==> config.mk <==
export PLATFORM = sky130hd
export DESIGN_NAME = histogram_chunk_streamer_flat
export DESIGN_NICKNAME = d
export VERILOG_FILES = /design/src/rtl/histogram_chunk_streamer_if.sv /design/src/rtl/histogram_chunk_streamer.sv /design/src/flat_wrapper.sv
export SDC_FILE = /design/constraint.sdc
export NUM_CORES = 1
export LEC_CHECK = 0
export CORE_ASPECT_RATIO = 1.1
export CORE_MARGIN = 5
export CORE_UTILIZATION = 40
export DETAILED_ROUTE_END_ITERATION = 10
export GPL_TIMING_DRIVEN = 1
export PLACE_DENSITY = 0.81
export SETUP_SLACK_MARGIN = 0.05
export SLEW_MARGIN = 20
export SYNTH_ARGS = -nofsm -noshare
export SYNTH_HDL_FRONTEND = slang
export SYNTH_SLANG_ARGS = --single-unit
export TNS_END_PERCENT = 100
==> constraint.sdc <==
create_clock -name clk -period 6.8 [get_ports clk]
set_input_delay 0.68 -clock clk [delete_from_list [all_inputs] [get_ports clk]]
set_output_delay 0.68 -clock clk [all_outputs]
set_load 0.01 [all_outputs]
==> src/rtl/histogram_chunk_streamer_if.sv <==
// Handshake bundle between the histogram chunk streamer, the histogram RAM read port
// and the threshold chunk scanner.
interface histogram_chunk_streamer_if #(
  parameter int BIN_W      = 16,
  parameter int CHUNK_BINS = 8
);
  logic                        start;
  logic                        abort;
  logic                        rd_en;
  logic [7:0]                  rd_addr;
  logic [BIN_W-1:0]            rd_data;
  logic                        chunk_valid;
  logic                        chunk_ready;
  logic [CHUNK_BINS*BIN_W-1:0] histogram_chunk;
  logic [7:0]                  bin_index;
  logic                        last;
  logic                        busy;
  logic                        done;

  modport master (
    input  start, abort, rd_data, chunk_ready,
    output rd_en, rd_addr, chunk_valid, histogram_chunk, bin_index, last, busy, done
  );

  modport slave (
    output start, abort, rd_data, chunk_ready,
    input  rd_en, rd_addr, chunk_valid, histogram_chunk, bin_index, last, busy, done
  );
endinterface

==> src/rtl/histogram_chunk_streamer.sv <==
// Walks the histogram RAM from the top bins downward, packing CHUNK_BINS bins per chunk
// and handing each chunk plus its base bin index to the threshold scanner.
//
// state   | meaning
// IDLE    | waiting for start
// FETCH   | issuing CHUNK_BINS ascending reads from base
// DRAIN   | capturing the final read datum
// PRESENT | chunk valid, waiting for ready
// DONE    | one-cycle done pulse after the base-0 chunk is accepted
module histogram_chunk_streamer #(
  parameter int N_BINS     = 256,
  parameter int BIN_W      = 16,
  parameter int CHUNK_BINS = 8
) (
  input logic clk,
  input logic rst,
  histogram_chunk_streamer_if.master bus
);
  localparam int                SLOT_W     = (CHUNK_BINS > 1) ? $clog2(CHUNK_BINS) : 1;
  localparam logic [7:0]        FIRST_BASE = 8'(N_BINS - CHUNK_BINS);
  localparam logic [7:0]        BASE_STEP  = 8'(CHUNK_BINS);
  localparam logic [SLOT_W-1:0] LAST_SLOT  = SLOT_W'(CHUNK_BINS - 1);

  typedef enum logic [2:0] {IDLE, FETCH, DRAIN, PRESENT, DONE} state_t;

  state_t                      state, state_nxt;
  logic [7:0]                  base;
  logic [SLOT_W-1:0]           slot;
  logic [SLOT_W-1:0]           cap_slot;
  logic                        cap_pending;
  logic [CHUNK_BINS*BIN_W-1:0] chunk;

  logic load_first, load_next, slot_inc;
  logic rd_en, chunk_valid, done;

  always_ff @(posedge clk or posedge rst) begin
    if (rst) state <= IDLE;
    else     state <= state_nxt;
  end

  always_comb begin
    state_nxt   = state;
    load_first  = 1'b0;
    load_next   = 1'b0;
    slot_inc    = 1'b0;
    rd_en       = 1'b0;
    chunk_valid = 1'b0;
    done        = 1'b0;
    case (state)
      IDLE: begin
        if (bus.start && !bus.abort) begin
          state_nxt  = FETCH;
          load_first = 1'b1;
        end
      end
      FETCH: begin
        rd_en    = 1'b1;
        slot_inc = 1'b1;
        if (bus.abort)              state_nxt = IDLE;
        else if (slot == LAST_SLOT) state_nxt = DRAIN;
      end
      DRAIN: begin
        state_nxt = bus.abort ? IDLE : PRESENT;
      end
      PRESENT: begin
        chunk_valid = 1'b1;
        // abort takes priority over a simultaneous handshake
        if (bus.abort) begin
          state_nxt = IDLE;
        end else if (bus.chunk_ready) begin
          if (base == '0) begin
            state_nxt = DONE;
          end else begin
            state_nxt = FETCH;
            load_next = 1'b1;
          end
        end
      end
      DONE: begin
        done      = 1'b1;
        state_nxt = IDLE;
      end
      default: state_nxt = IDLE;
    endcase
  end

  // RAM data trails the strobe by one cycle; remember which slot it belongs to.
  always_ff @(posedge clk or posedge rst) begin
    if (rst) begin
      base        <= '0;
      slot        <= '0;
      cap_slot    <= '0;
      cap_pending <= 1'b0;
      chunk       <= '0;
    end else begin
      cap_pending <= rd_en;
      cap_slot    <= slot;
      if (load_first) begin
        base <= FIRST_BASE;
        slot <= '0;
      end else if (load_next) begin
        base <= base - BASE_STEP;
        slot <= '0;
      end else if (slot_inc) begin
        slot <= (slot == LAST_SLOT) ? '0 : slot + 1'b1;
      end
      // data landing after an abort finds the FSM in IDLE and is dropped
      if (cap_pending && (state == FETCH || state == DRAIN))
        chunk[cap_slot*BIN_W +: BIN_W] <= bus.rd_data;
    end
  end

  assign bus.rd_en           = rd_en;
  assign bus.rd_addr         = rd_en ? (base + 8'(slot)) : '0;
  assign bus.chunk_valid     = chunk_valid;
  assign bus.histogram_chunk = chunk;
  assign bus.bin_index       = base;
  assign bus.last            = chunk_valid && (base == '0);
  assign bus.busy            = (state != IDLE);
  assign bus.done            = done;
endmodule

==> src/flat_wrapper.sv <==
// flat-port wrapper written by rule: the top's interface ports become plain ports
module histogram_chunk_streamer_flat 
#(
  parameter int N_BINS     = 256,
  parameter int BIN_W      = 16,
  parameter int CHUNK_BINS = 8
)
  (clk, rst, bus_start, bus_abort, bus_rd_data, bus_chunk_ready, bus_rd_en, bus_rd_addr, bus_chunk_valid, bus_histogram_chunk, bus_bin_index, bus_last, bus_busy, bus_done);
  histogram_chunk_streamer_if #(.BIN_W(BIN_W), .CHUNK_BINS(CHUNK_BINS)) bus_i ();
  input logic clk;
  input logic rst;
  input wire logic [$bits(bus_i.start)-1:0] bus_start;
  input wire logic [$bits(bus_i.abort)-1:0] bus_abort;
  input wire logic [$bits(bus_i.rd_data)-1:0] bus_rd_data;
  input wire logic [$bits(bus_i.chunk_ready)-1:0] bus_chunk_ready;
  output wire logic [$bits(bus_i.rd_en)-1:0] bus_rd_en;
  output wire logic [$bits(bus_i.rd_addr)-1:0] bus_rd_addr;
  output wire logic [$bits(bus_i.chunk_valid)-1:0] bus_chunk_valid;
  output wire logic [$bits(bus_i.histogram_chunk)-1:0] bus_histogram_chunk;
  output wire logic [$bits(bus_i.bin_index)-1:0] bus_bin_index;
  output wire logic [$bits(bus_i.last)-1:0] bus_last;
  output wire logic [$bits(bus_i.busy)-1:0] bus_busy;
  output wire logic [$bits(bus_i.done)-1:0] bus_done;
  assign bus_i.start = bus_start;
  assign bus_i.abort = bus_abort;
  assign bus_i.rd_data = bus_rd_data;
  assign bus_i.chunk_ready = bus_chunk_ready;
  assign bus_rd_en = bus_i.rd_en;
  assign bus_rd_addr = bus_i.rd_addr;
  assign bus_chunk_valid = bus_i.chunk_valid;
  assign bus_histogram_chunk = bus_i.histogram_chunk;
  assign bus_bin_index = bus_i.bin_index;
  assign bus_last = bus_i.last;
  assign bus_busy = bus_i.busy;
  assign bus_done = bus_i.done;
  histogram_chunk_streamer #(.N_BINS(N_BINS), .BIN_W(BIN_W), .CHUNK_BINS(CHUNK_BINS)) u_core (.clk(clk), .rst(rst), .bus(bus_i));
endmodule
==> run metrics <==
status=complete, no violations; Routability Congestion=0.808; FF+latch area=roughly 3600 µm²; Hold Path End=u_core.cap_slot[2]; Clock transition at path regs=60 ps; power density over cell area=427 nW/µm²; Total Power=3.64 mW; Final Cycle Share=just under 50%; DR WL/cell=20.0 µm; Hold Fails Final Rpt=0; final wirelength=16.5 mm; GRT overflow=0; crit path DAT=roughly 2700 ps; worst-margin pin slew=995 ps; R2R cell count=5; first-pass GRT wire length=between 20 and 30 mm; top cell type's share of synthesized area=58.7%; VDD IR max=0.000202 V; static leakage=roughly 3.9 nW; sequential area share after synthesis=roughly 59%; Die Width=128 µm; max frequency=296 MHz; largest net degree at the start of global routing=77; Syn Std Cell Area=6090 µm²; CTS Buffer Depth=2; Synth Instances=451; critical path class=flop to output port; initial antenna violation count=0; layout cell share with drive strength beyond 1=25.3%; HPWL after detailed placement=12.1 mm; standard-cell rows=47; Buffers on Ports=166; TritonRoute pass-1 iters=4; Final Critical Period=3380 ps; antenna cells=0; core area=15000 µm²; Die Y=139 µm; root buf cell=clkbuf_16; Async SR Flop Fraction=100%; starting density of the core=40.6%; Placed Cells=793; Placed Area=a little under 8000 µm²; Vias/cell=5.11; setup TNS=0 ps; unrepaired setup endpoints after global routing=no; min-delay src=u_core.slot[2]; Worst R2R Setup Slack=3650 ps; slew margin rel.=approximately 34%; worst min-delay path category=flop to flop; Worst Hold Path Cells=0; number of DRC markers in iteration 0=274; post-route design area=8530 µm²; Post-CTS Setup Inserts=0; I/O pin count=170; area of the multi-input gates=about 2400 µm²; Post-route DRC=0; H-tree depth=4; Worst EP required=6120 ps; synth top area cells=dfrtp_1 59%, mux2_2 20%, and2_1 4.6%; routed vias=~4200; # hold bufs at CTS=0; Post-synth EDFFs=0; CP Capture Type=output port; clock skew=8.41 ps; vias in the first global route=4661; Post-layout nets=643; final antenna-violating net count=0; Max Cap Viol=0; synth unique cells=41; synthesis-to-layout area growth=40.0%; Seq cells post-synth=143; Filler cells=1215; CTS buffer count=17; CTS tree=done; DIE AREA=17800 µm²; Clock Sink Count=~140; reg2reg start=u_core.cap_slot[0]; Yosys warnings=0; Finished Layout Cells=825; dominant synthesized flop cell=dfrtp_1; cts repair resizes=0; crit path max fanout=11; Final Max Slew Viols=0; Tot GR Track Use=18.9%; Post-Syn Area per Cell=13.5 µm²; reg2reg end=u_core.bus.histogram_chunk[47]; worst skew pair latency=420 ps; Worst Setup Start Kind=flop; Final setup violation count=0; leading area contributor after synthesis=dfrtp_1
## logic make-up after synthesis
logic type | count (synthesis) | share of synthesized area [%]
flip-flops | 143 | 58.7
buffers and inverters | 30 | 2.69
other | 1 | 0.0616
AO/OA/AOI/OAI | 19 | 1.99
AND/OR/NAND/NOR | 128 | 11.9
multiplexers | 123 | 23.3
XOR/XNOR | 1 | 0.144
adder cells (fa/ha/maj) | 6 | 1.23
## critical path, cell delays in order (launching register included)
cell and delay, ps:
dfrtp_1 490, or2b_1 350, nor2_1 660, and2_1 250, clkdlybuf4s50_1 550
## power breakdown
| part | internal (mW) | switching [mW] |
|---|---|---|
| sequential | 1.13 | 0.175 |
| combinational | 0.763 | 0.580 |
| clock | 0.652 | 0.348 |
| total | 2.54 | 1.10 |
## cell type report
| type | instances | share of cell area, % |
|---|---|---|
| clock inverters | 9 | 1.82 |
| inverters | 7 | 0.367 |
| multi-input cells | 280 | 27.7 |
| repair buffers | 167 | 19.6 |
| flip-flops and latches | 143 | 42.0 |
| well taps | 196 | 2.88 |
| clock buffers | 23 | 5.72 |
## Yosys cell counts (all sizes together) (2+ instances only)
cell    number
a211oi       3
a21oi        2
a31oi        2
and2        45
and3         3
buf         14
clkbuf       9
dfrtp      143
ha           6
inv          7
mux2       119
mux2i        4
nand2       25
nand3        3
nor2        15
nor2b       14
nor3         8
nor4         3
o21ai        9
or2          2
or3          2
## worst max path at each step
| stage | startpoint | to | slack, ps | cells after the start |
|---|---|---|---|---|
| floorplan | rst | u_core.bus.bin_index[3] | 2280 | 1 |
| global placement | u_core.cap_slot[0] | u_core.bus.histogram_chunk[35] | 3810 | 5 |
| detailed placement | u_core.cap_slot[0] | u_core.bus.histogram_chunk[47] | 3690 | 5 |
| CTS | u_core.state[2] | bus_rd_addr[0] | 3410 | 4 |
| global route | u_core.cap_slot[0] | u_core.bus.histogram_chunk[43] | 3310 | 5 |
| finish | u_core.state[2] | bus_rd_addr[0] | 3420 | 4 |
## placed cells by master, fill, tap and decap left out, types with 4 or more instances in the layout
cell / count
clkdlybuf4s50_1: 166
mux2_2: 109
ha_1: 6
clkbuf_16: 17
and2_1: 45
o21ai_0: 9
nor2_1: 14
clkbuf_8: 4
mux2_4: 10
nand2_1: 25
mux2i_1: 4
clkinvlp_4: 4
dfrtp_1: 143
nor2b_1: 14
nor3_1: 8
bufinv_16: 4
inv_1: 6
## through the flow
stage | utilization [%] | setup WS (ps) | hold WS (ps)
6_report | 56.9 | 3420 | 456
4_1_cts | 56.8 | 3410 | 461
5_1_grt | 56.9 | 3310 | 473
3_5_place_dp | 52.6 | 3690 | 446
2_1_floorplan | - | 2280 | 389
3_3_place_gp | 52.6 | 3810 | 451
## flip-flops by register name (all words and copies together) (netlist names)
name	count
u_core.bus.histogram_chunk	128
u_core.bus.bin_index	5
u_core.cap_slot	3
u_core.slot	3
u_core.state	3
u_core.cap_pending	1
## per-layer routing
| layer | track usage [%] | vias to the layer above | share of wire, % |
|---|---|---|---|
| met5 | 0 | - | 0 |
| met1 | 22.5 | 2131 | 40 |
| met2 | 31.9 | 185 | 50 |
| met4 | 5.14 | 0 | 1.2 |
| li1 | - | 1885 | - |
| met3 | 7.21 | 17 | 8.6 |
Power figures use the tool's default switching activity.
